**src/rtl/simple_pkg.sv**
```systemverilog
// rtl/simple_pkg.sv - flag bit indices, branch condition codes and datapath defaults for the execute result stage
package simple_pkg;

  localparam int DATA_W_DEFAULT = 16;

  // Positions of the ALU flags inside the {S,Z,C,V} nibble
  localparam int FLAG_S = 3;
  localparam int FLAG_Z = 2;
  localparam int FLAG_C = 1;
  localparam int FLAG_V = 0;

  typedef enum logic [2:0] {
    BR_ALWAYS = 3'd0,
    BR_EQ     = 3'd1,
    BR_NE     = 3'd2,
    BR_LT     = 3'd3,
    BR_LE     = 3'd4,
    BR_CS     = 3'd5,
    BR_CC     = 3'd6,
    BR_NEVER  = 3'd7
  } br_cond_e;

  // True when the condition code is satisfied by the given flag nibble
  function automatic logic br_cond_true(input logic [2:0] cond, input logic [3:0] flags);
    logic s;
    logic z;
    logic c;
    logic v;
    logic hit;
    s   = flags[FLAG_S];
    z   = flags[FLAG_Z];
    c   = flags[FLAG_C];
    v   = flags[FLAG_V];
    hit = 1'b0;
    case (cond)
      BR_ALWAYS: hit = 1'b1;
      BR_EQ:     hit = z;
      BR_NE:     hit = !z;
      BR_LT:     hit = s ^ v;
      BR_LE:     hit = z | (s ^ v);
      BR_CS:     hit = c;
      BR_CC:     hit = !c;
      BR_NEVER:  hit = 1'b0;
      default:   hit = 1'b0;
    endcase
    return hit;
  endfunction

endpackage

```
**src/rtl/ex_skid_buffer.sv**
```systemverilog
// rtl/ex_skid_buffer.sv - in-order output buffer of one or two entries with valid/ready handshake and flush
module ex_skid_buffer #(
  parameter int W     = 20,
  parameter int DEPTH = 1
) (
  input  logic         clk,
  input  logic         rst,
  input  logic         flush,
  input  logic         in_valid,
  output logic         in_ready,
  input  logic [W-1:0] in_data,
  output logic         out_valid,
  input  logic         out_ready,
  output logic [W-1:0] out_data
);

  // slot0 is always the oldest entry and drives the output
  logic [1:0]   count;
  logic [W-1:0] slot0;
  logic [W-1:0] slot1;
  logic         push;
  logic         pop;

  assign out_valid = (count != 2'd0);
  assign out_data  = slot0;
  assign push      = in_valid && in_ready && !flush;
  assign pop       = out_valid && out_ready;

  // Two-deep mode looks only at held state; one-deep mode passes downstream ready through
  always_comb begin
    in_ready = 1'b0;
    if (rst) begin
      in_ready = 1'b0;
    end else if (DEPTH >= 2) begin
      in_ready = (count != 2'd2);
    end else begin
      in_ready = (count == 2'd0) || out_ready;
    end
  end

  // Occupancy and slot shifting; flush wins over any push or pop
  always_ff @(posedge clk) begin
    if (rst) begin
      count <= 2'd0;
      slot0 <= '0;
      slot1 <= '0;
    end else if (flush) begin
      count <= 2'd0;
    end else begin
      case ({push, pop})
        2'b10: begin
          if (count == 2'd0) begin
            slot0 <= in_data;
          end else begin
            slot1 <= in_data;
          end
          count <= count + 2'd1;
        end
        2'b01: begin
          slot0 <= slot1;
          count <= count - 2'd1;
        end
        2'b11: begin
          if (count == 2'd2) begin
            slot0 <= slot1;
            slot1 <= in_data;
          end else begin
            slot0 <= in_data;
          end
        end
        default: begin
        end
      endcase
    end
  end

endmodule

```
**src/rtl/ex_result_stage.sv**
```systemverilog
// rtl/ex_result_stage.sv - execute result stage: writeback buffering, flag commit and branch resolve; EX_RESULT_SKID_EN selects a 2-entry buffer
module ex_result_stage
  import simple_pkg::*;
#(
  parameter int DATA_W = DATA_W_DEFAULT,
  parameter int RA_W   = 3
) (
  input  logic              CLK,
  input  logic              RST,
  input  logic              IN_VALID,
  output logic              IN_READY,
  input  logic [DATA_W-1:0] ALU_OUT,
  input  logic [3:0]        FLAG_IN,
  input  logic              FLAG_WE,
  input  logic [RA_W-1:0]   RD_ADDR,
  input  logic              RD_WE,
  input  logic              BR_EN,
  input  logic [2:0]        BR_COND,
  input  logic [DATA_W-1:0] BR_TARGET,
  input  logic              FLUSH,
  output logic              OUT_VALID,
  input  logic              OUT_READY,
  output logic [DATA_W-1:0] OUT_DATA,
  output logic [RA_W-1:0]   OUT_RD,
  output logic              OUT_WE,
  output logic [3:0]        FLAG_REG,
  output logic              BR_TAKEN,
  output logic [DATA_W-1:0] BR_PC
);

  localparam int ENTRY_W = DATA_W + RA_W + 1;
`ifdef EX_RESULT_SKID_EN
  localparam int DEPTH = 2;
`else
  localparam int DEPTH = 1;
`endif

  logic               accept;
  logic               br_hit;
  logic [ENTRY_W-1:0] out_entry;

  assign accept = IN_VALID && IN_READY && !FLUSH;
  // Condition uses the committed flags, before this entry's own flag write lands
  assign br_hit = accept && BR_EN && br_cond_true(BR_COND, FLAG_REG);

  ex_skid_buffer #(
    .W     (ENTRY_W),
    .DEPTH (DEPTH)
  ) u_buf (
    .clk       (CLK),
    .rst       (RST),
    .flush     (FLUSH),
    .in_valid  (IN_VALID),
    .in_ready  (IN_READY),
    .in_data   ({ALU_OUT, RD_ADDR, RD_WE}),
    .out_valid (OUT_VALID),
    .out_ready (OUT_READY),
    .out_data  (out_entry)
  );

  assign {OUT_DATA, OUT_RD, OUT_WE} = out_entry;

  // Flag commit and one-cycle branch pulse, independent of writeback backpressure
  always_ff @(posedge CLK) begin
    if (RST) begin
      FLAG_REG <= 4'd0;
      BR_TAKEN <= 1'b0;
      BR_PC    <= '0;
    end else begin
      BR_TAKEN <= br_hit;
      if (br_hit) begin
        BR_PC <= BR_TARGET;
      end
      if (accept && FLAG_WE) begin
        FLAG_REG <= FLAG_IN;
      end
    end
  end

endmodule

```
**config.mk**
```make
export PLATFORM = sky130hd
export DESIGN_NAME = ex_result_stage
export DESIGN_NICKNAME = d
export VERILOG_FILES = /design/src/rtl/simple_pkg.sv /design/src/rtl/ex_skid_buffer.sv /design/src/rtl/ex_result_stage.sv
export SDC_FILE = /design/constraint.sdc
export NUM_CORES = 1
export LEC_CHECK = 0
export CAP_MARGIN = 10
export CORE_MARGIN = 2
export CORE_UTILIZATION = 42
export DETAILED_ROUTE_END_ITERATION = 10
export HOLD_SLACK_MARGIN = 0.12
export PLACE_DENSITY = 0.75
export SYNTH_ARGS = -nofsm -noshare
export SYNTH_HDL_FRONTEND = slang
export SYNTH_SLANG_ARGS = --single-unit
```
**constraint.sdc**
```tcl
create_clock -name CLK -period 3 [get_ports CLK]
set_clock_uncertainty 0.05 [all_clocks]
set_input_delay 0.6 -clock CLK [delete_from_list [all_inputs] [get_ports CLK]]
set_output_delay 0.6 -clock CLK [all_outputs]
set_load 0.03 [all_outputs]
```
# Word level (Yosys, flattened, before mapping)
# Index checks and enable logic that the tools add are counted.
word_totals:
  output_inout_bits: 43
  word_cells: 53
  regBits: 63
  in_bits: 50
classes:
  n_bitwise: 3
  n_eq_ne: 14
  muxes: 9
  add_sub_neg: 2
  reduce_logical: 19
op_table:
  columns: ["operator", "n"]
  rows:
  - ["$mux 20", 4]
  - ["$pmux 20 s3", 1]
  - ["$pmux 20 s2", 1]
  - ["$eq 3x3->1 const B", 4]
  - ["$pmux 1 s8", 1]
  - ["$eq 2x2->1 const B", 3]
  - ["$eq 3x2->1 const B", 2]
  - ["$logic_and 1x1->1", 6]
  - ["$reduce_bool 2->1", 3]
  - ["$ne 2x1->1 const B", 2]
  - ["$pmux 2 s2", 1]
  - ["$reduce_and 4->1", 1]
  - ["$eq 3x1->1 const B", 1]
  - ["$logic_not 1->1", 3]
  - ["$logic_not 3->1", 1]
  - ["$reduce_and 3->1", 1]
  - ["$reduce_bool 3->1", 1]
  - ["$add 2x1->2 const B", 1]
  - ["$eq 2x1->1 const B", 1]
  - ["$logic_not 2->1", 1]
  - ["$ne 2x2->1 const B", 1]
  - ["$reduce_or 2->1", 1]
  - ["$sub 2x1->2 const B", 1]
  - ["$logic_or 1x1->1", 1]
  - ["4 further kinds", 4]

# Logic depth before layout (Yosys ltp)
# Gate-level depths: netlist of the first run.
depth:
  word_depth: 8
  depth_mapped: 10

# Cells and area by module
# From an unflattened synthesis of the first run, not the netlist that was laid out.
hier_totals:
  cells_unflattened: 304
  area_unflattened_um2: 3076.7
modules_own_cells:
  columns: ["module", "area_each_um2", "instances", "cells_per_inst"]
  rows:
  - ["ex_skid_buffer", 2095.8, 1, 210]
  - ["ex_result_stage", 980.9, 1, 94]

# Least setup slack after synthesis of the first run
# Ideal clock, no wire load.
synth_path:
  path_kind: "input-to-reg"
  startpoint: "input port RST"
  endpoint: "register u_buf.slot1[4]"
  path_buffers: 2
  cell_stages: 9
  t_required_ps: 2822
  path_slack_ps: 668
  setup_time_ps: 128
  t_arrival_ps: 2154
  path_cell_list: "clkbuf_1 nor2_1 and3_1 ha_1 o22ai_1 a211oi_1 buf_2 mux2i_1 nor2_1"
synth_via:
  elab_chain_cells: 6
synth_rtl:
  columns: ["element", "line", "text"]
  rows:
  - ["start, declared", "ex_result_stage.sv:9", "input logic RST,"]
  - ["$mux 1", "ex_skid_buffer.sv:32", "if (rst) begin"]
  - ["$logic_and 1x1->1 (2 in series)", "ex_skid_buffer.sv:26", "assign push = in_valid && in_ready && !flush;"]
  - ["$eq 2x2->1", "ex_skid_buffer.sv:50", "case ({push, pop})"]
  - ["$ne 2x1->1 (no line) (tied with other cells)", null, null]
  - ["$reduce_and 4->1 (no line)", null, null]
  - ["end signal, assigned", "ex_skid_buffer.sv:55", "slot1 <= in_data;"]
  - ["end signal, assigned", "ex_skid_buffer.sv:66", "slot1 <= in_data;"]
  - ["end, declared", "ex_skid_buffer.sv:20", "logic [W-1:0] slot1;"]
# Several ways; a longest one is shown, not always the timed one.
# A chain may end at the register's enable or synchronous reset.

# Worst setup path after layout of the first run
layout_path:
  startpoint: "input port OUT_READY"
  endpoint: "output port IN_READY"
layout_via:
  elab_chain_cells: 2
layout_rtl:
  columns: ["element", "line", "text"]
  rows:
  - ["start, declared", "ex_result_stage.sv:22", "input logic OUT_READY,"]
  - ["$logic_or 1x1->1", "ex_skid_buffer.sv:37", "in_ready = (count == 2'd0) || out_ready;"]
  - ["$mux 1", "ex_skid_buffer.sv:32", null]
  - ["end, declared", "ex_result_stage.sv:11", "output logic IN_READY,"]
# Every way passes these cells.

==> results of run 1 <==
## critical path, stage by stage
cell and delay, ps:
clkdlybuf4s50_1 470, o21bai_1 160, nor2b_1 160, clkdlybuf4s50_1 690
## layout make-up
class | count | area, um2 | share of cell area
multi-input combinational | 192 | 1386 | 0.3524
sequential | 63 | 1261 | 0.3206
timing repair buffer | 101 | 1008 | 0.2564
clock buffer | 12 | 155.1 | 0.03944
tap | 77 | 96.34 | 0.02449
clock inverter | 3 | 18.77 | 0.004771
inverter | 2 | 7.507 | 0.001908
## registers in the layout, indices dropped and copies added (netlist names)
signal / count
u_buf.slot1: 20
FLAG_REG: 4
u_buf.count: 2
BR_TAKEN: 1
BR_PC: 16
u_buf.out_data: 20
## cells in the final DEF (no fill, tap or decap), types with 3 or more instances in the layout
master            n
ha_1              5
buf_4             7
a211oi_4          3
clkbuf_8         11
a22oi_1          20
nand2_1           4
mux2i_1          41
nand2b_1         33
dfxtp_1          63
nor2_1           47
clkdlybuf4s50_1  91
a211oi_1         20
## routing by layer
metal	up-vias	GRT usage	wire, um
met5	-	0	0
met4	0	0.06494	101
met3	13	0.06096	411
met2	72	0.2799	2762
met1	1033	0.2375	2814
li1	1148	-	-
## how the worst max path moves through the flow
stage,depth (start not counted),startpoint,endpoint
CTS,4,OUT_READY,IN_READY
finish,4,OUT_READY,IN_READY
global placement,9,OUT_READY,u_buf.slot1[18]$_SDFFE_PP0P_
global route,4,OUT_READY,IN_READY
detailed placement,9,OUT_READY,u_buf.slot1[15]$_SDFFE_PP0P_
floorplan,9,RST,u_buf.slot1[4]$_SDFFE_PP0P_
## kinds of logic (layout without fill, tap and decap cells)
family,count (synthesis),count (layout),share of synthesized area
simple gates,93,93,0.1677
flops,63,63,0.4607
compound gates,49,49,0.1394
mux,41,41,0.1499
buf+inv,24,118,0.04662
fa+ha+maj,5,5,0.02285
xor+xnor,4,4,0.01280
## synth_stat cells (4+ instances only)
master | instances | area, um2
nand2b_1 | 33 | 206.5
mux2i_1 | 41 | 410.4
nor2_1 | 47 | 176.4
a22oi_1 | 20 | 150.1
buf_2 | 5 | 25.02
ha_1 | 5 | 62.56
a211oi_1 | 21 | 157.7
dfxtp_1 | 63 | 1261
nand2_1 | 4 | 15.01
clkbuf_1 | 13 | 48.80
## where the power goes
group          leakage [nW]  internal [mW]  switching [mW]
clock                0.0922          0.339           0.313
sequential            0.509          0.853         0.00986
combinational         0.791          0.128           0.110
total                  1.39           1.32           0.432
## metrics by stage
| stage | total power, mW | worst slack [ps] |
|---|---|---|
| 3_5_place_dp | 1.121 | 99.72 |
| 3_3_place_gp | 1.119 | 162.6 |
| 5_1_grt | 1.842 | 175.2 |
| 6_report | 1.753 | 277.3 |
| 2_1_floorplan | 0.9974 | 667.8 |
| 4_1_cts | 1.775 | 277.5 |
==> impl_metrics.json, run 1 <==
{
  "status": "finished, final reports clean",
  "tightest_slew_ps": 404.9,
  "clock-root-buffer": "clkbuf_8",
  "max_freq_ghz": 0.3673,
  "die_area_um2": 7180,
  "ys.flop_type": "dfxtp_1",
  "pwr_density_cell_nw_per_um2": 445.6,
  "num_io_pins": 93,
  "reg2reg_depth": 9,
  "wl_per_cell_um": 13.53,
  "critPathArrivalTime_ps": 2070,
  "start_kind": "input pin",
  "grt_pass1_wl_mm": 10.61,
  "hold-path-endpoint": "BR_PC[15]$_SDFFE_PP0P_",
  "finalCritPeriodShare": 0.9076,
  "critPathCaptureType": "primary output",
  "routed_wl_mm": 6.089,
  "coreArea_um2": 6314,
  "ys_types": 28,
  "r2r_setup_slack_ps": 640,
  "io_buffers": 92,
  "p_leak_nw": 1.393,
  "htreeDepth": 3,
  "cts_buffers": 9,
  "hold_start": "BR_PC[15]$_SDFFE_PP0P_",
  "criticalPathCategory": "input pin to primary output",
  "finalHoldViolations": 0,
  "clockBufferDepth": 2,
  "antenna_left": 0,
  "maxCapViolations": 0,
  "async_reset_ff_frac": 0,
  "place_area_um2": 3760,
  "reg2reg_from": "u_buf.count[0]$_SDFFE_PP0P_",
  "start_util": 0.4336,
  "grt_max_degree": 53,
  "fin_util": 0.6231,
  "rsz0062_at_grt": "no",
  "grt_usage": 0.1814,
  "nets": 424,
  "drv_slew": 0,
  "drc": 0,
  "yosysWarnings": 0,
  "grt_overflow": 0,
  "synth_edf_count": 0,
  "setup-violations-final": 0,
  "n_antenna_cell": 0,
  "reg2reg_to": "u_buf.slot1[9]$_SDFFE_PP0P_",
  "hold_class": "flip-flop to flip-flop",
  "die_w_um": 84.74,
  "ys_seq_elements": 63,
  "setup-tns-final_ps": 0,
  "cts_tree": "done",
  "cts-resized-gates": 0,
  "post_drt_via_cell_ratio": 5.036,
  "path_clk_slew_ps": 60,
  "min_path_cells": 2,
  "clock_latency_ps": 330,
  "finalInstanceArea_um2": 3934,
  "place_inst": 435,
  "hpwlAfterDp_mm": 4.201,
  "fp-row-count": 29,
  "syn_to_final_growth_pct": 43.69,
  "post-cts-setup-buffers": 0,
  "die_y_um": 84.74,
  "cts_sinks": 63,
  "n_fill_cell": 522,
  "grt_antenna_before_repair": 0,
  "drt_iter0_drc": 99,
  "gp_congestion": 0.7152,
  "synthesis.area_um2": 2738,
  "ys_seq_area_frac": 0.4607,
  "first_pass_iters": 4,
  "syn_nets": 334,
  "holdBufCountCts": 0,
  "synth.avg_cell_area_um2": 9.812,
  "drive_above_1_share": 0.08311,
  "slew_headroom": 0.7301,
  "synthCells": 279,
  "ir_worst_vdd_uv": 258.9,
  "grt_pass1_vias": 2266,
  "period_needed_ps": 2723,
  "worst_hold_slack_ps": 422.0,
  "crit_required_ps": 2350,
  "num_vias": 2266,
  "path_max_fanout": 4,
  "final_cells": 450
}
No activity file was read; power rests on OpenSTA's default activity.
==> inputs of run 2 (changes only) <==
--- a/config.mk
+++ b/config.mk
@@ -7,10 +7,10 @@
 export LEC_CHECK = 0
 export CAP_MARGIN = 10
 export CORE_MARGIN = 2
-export CORE_UTILIZATION = 42
+export CORE_UTILIZATION = 41
 export DETAILED_ROUTE_END_ITERATION = 10
 export HOLD_SLACK_MARGIN = 0.12
-export PLACE_DENSITY = 0.75
+export PLACE_DENSITY = 0.76
 export SYNTH_ARGS = -nofsm -noshare
 export SYNTH_HDL_FRONTEND = slang
 export SYNTH_SLANG_ARGS = --single-unit
==> constraint.sdc (replaced) <==
create_clock -name CLK -period 2.45 [get_ports CLK]
set_clock_uncertainty 0.05 [all_clocks]
set_input_delay 0.49 -clock CLK [delete_from_list [all_inputs] [get_ports CLK]]
set_output_delay 0.49 -clock CLK [all_outputs]
set_load 0.03 [all_outputs]
==> run 2 against run 1 <==
  * Sequential cell count unchanged
  * Design area up 1.5%
  * Power up 21%
  * Critical endpoint is now u_buf.slot1[1]$_SDFFE_PP0P_
  * Highest routed layer unchanged
==> impl_metrics.json, run 2 (synthesis results as in run 1) <==
{
  "io_buffers": 92,
  "period_needed_ps": 2289,
  "cp-endpoint": "u_buf.slot1[1]$_SDFFE_PP0P_",
  "grt_pass1_vias": 2250,
  "final_cells": 459,
  "reg2reg_from": "u_buf.count[0]$_SDFFE_PP0P_",
  "crit_top_cell": "buf_4",
  "clockBufferDepth": 2,
  "slowest_delay_ps": 420,
  "cts_tree": "done",
  "slew_headroom": 0.5459,
  "path_clk_slew_ps": 70,
  "p_seq_frac": 0.500,
  "reg2reg_depth": 9,
  "status": "finished, final reports clean",
  "post_drt_via_cell_ratio": 5.031,
  "start_util": 0.4287,
  "fin_util": 0.6250,
  "cts_buffers": 9,
  "post-cts-setup-buffers": 0,
  "fp-row-count": 29,
  "drt_iter0_drc": 74,
  "finalCritPeriodShare": 0.9345,
  "tightest_slew_ps": 681.1,
  "max_freq_ghz": 0.4368,
  "first_pass_iters": 4,
  "worst_hold_slack_ps": 420.5,
  "grt_max_degree": 80,
  "cts_sinks": 63,
  "critPathLaunch": "OUT_READY",
  "rsz0062_at_grt": "no",
  "place_inst": 444,
  "pwr_density_cell_nw_per_um2": 530.0,
  "n_fill_cell": 541,
  "drv_slew": 0,
  "grt_usage": 0.1743,
  "syn_to_final_growth_pct": 45.80,
  "num_io_pins": 93,
  "setup-violations-final": 0,
  "routed_wl_mm": 6.252,
  "r2r_setup_slack_ps": 240,
  "drc": 0,
  "finalHoldViolations": 0,
  "swShare": 0.2490,
  "die_area_um2": 7347,
  "grt_overflow": 0,
  "htreeDepth": 3,
  "p_sw_mw": 0.5268,
  "nets": 433,
  "grt_pass1_wl_mm": 10.23,
  "hold_class": "flip-flop to flip-flop",
  "hpwlAfterDp_mm": 4.410,
  "multi_input_area_um2": 1388,
  "die_w_um": 85.72,
  "crit_required_ps": 2600,
  "crit_chain": "clkdlybuf4s50_1 > o21bai_1 > and3_2 > ha_1 > buf_4 > a211oi_4 > buf_4 > mux2i_1 > nor2_1",
  "setup-tns-final_ps": 0,
  "pwr-share-clk": 0.360,
  "final_cell_mix": "clkdlybuf4s50_1 (90), dfxtp_1 (62), nor2_1 (47)",
  "worst_path_max_delay_cell": "clkdlybuf4s50_1",
  "start_kind": "input pin",
  "drive_above_1_share": 0.1126,
  "criticalPathCategory": "input pin to flip-flop",
  "p_int_mw": 1.589,
  "critPathArrivalTime_ps": 2440,
  "clock-root-buffer": "clkbuf_8",
  "clock_latency_ps": 330,
  "seqCellArea_um2": 1262,
  "gp_congestion": 0.6913,
  "p_leak_nw": 1.432,
  "wl_per_cell_um": 13.62,
  "comb_power_share": 0.141,
  "antenna_left": 0,
  "critPathCaptureType": "flip-flop",
  "ir_worst_vdd_uv": 359.4,
  "maxCapViolations": 0,
  "n_antenna_cell": 0,
  "die_y_um": 85.72,
  "num_vias": 2309,
  "path_max_fanout": 7,
  "grt_antenna_before_repair": 0,
  "reg2reg_to": "u_buf.slot1[1]$_SDFFE_PP0P_",
  "layout_commonest_cell": "clkdlybuf4s50_1",
  "coreArea_um2": 6386
}
run 2: changes by cell type in the layout (fill, tap and decap cells not counted), sizes merged:
cell	change
clkinvlp	+1
clkbuf	-1
buf	+10
clkdlybuf4s50	-1
run 2: how the worst min path moves through the flow:
stage                                 from                           to  slack, ps  cells past startpoint
5_1_grt             BR_PC[15]$_SDFFE_PP0P_       BR_PC[15]$_SDFFE_PP0P_        460                      2
2_1_floorplan  u_buf.slot1[0]$_SDFFE_PP0P_  u_buf.slot1[0]$_SDFFE_PP0P_        410                      2
4_1_cts              BR_PC[4]$_SDFFE_PP0P_        BR_PC[4]$_SDFFE_PP0P_        430                      2
6_report             BR_PC[4]$_SDFFE_PP0P_        BR_PC[4]$_SDFFE_PP0P_        420                      2
3_3_place_gp         BR_PC[5]$_SDFFE_PP0P_        BR_PC[5]$_SDFFE_PP0P_        410                      2
3_5_place_dp        BR_PC[15]$_SDFFE_PP0P_       BR_PC[15]$_SDFFE_PP0P_        420                      2
run 2: final cells by class:
cell class,count,area share
clock inverters,4,0.005643
repair buffers,110,0.2690
multi-input cells,192,0.3476
well taps,77,0.02414
inverters,2,0.001881
clock buffers,11,0.03542
flip-flops and latches,63,0.3163
run 2: stage by stage:
step	area [um2]	worst slack, ps	power, mW
after detailed placement	3825	-184.5	1.378
after global placement	3825	-133.0	1.374
final	3991	160.6	2.116
after floorplan	2738	227.7	1.221
after CTS	3989	88.19	2.144
after global routing	3991	4.789	2.203
run 2: timing repair:
| action | in CTS | in global routing |
|---|---|---|
| endpoints found under the hold margin | 0 | 0 |
| hold buffers | 0 | 0 |
| gates resized for setup | 0 | 2 |
| setup endpoints to repair | 0 | 6 |
run 2: metal layers:
layer / share of wire / vias up / global-route usage
met5: 0 / - / 0
met4: 0.012 / 0 / 0.07359
met3: 0.064 / 7 / 0.03946
met2: 0.46 / 75 / 0.2791
met1: 0.47 / 1053 / 0.2268
li1: - / 1174 / -
run 2: critical path: cells and delay by family:
family | cells | cell delay [ps]
compound gates | 2 | 430
fa+ha+maj | 1 | 210
buf+inv | 3 | 800
mux | 1 | 210
simple gates | 2 | 290
run 2: power groups by stage:
stage	Sequential (mW)	Clock [mW]	Combinational, mW
3_3_place_gp	1.08	0	0.295
2_1_floorplan	1.12	0	0.105
6_report	1.06	0.761	0.297
4_1_cts	1.06	0.787	0.300
3_5_place_dp	1.08	0	0.298
5_1_grt	1.06	0.824	0.320
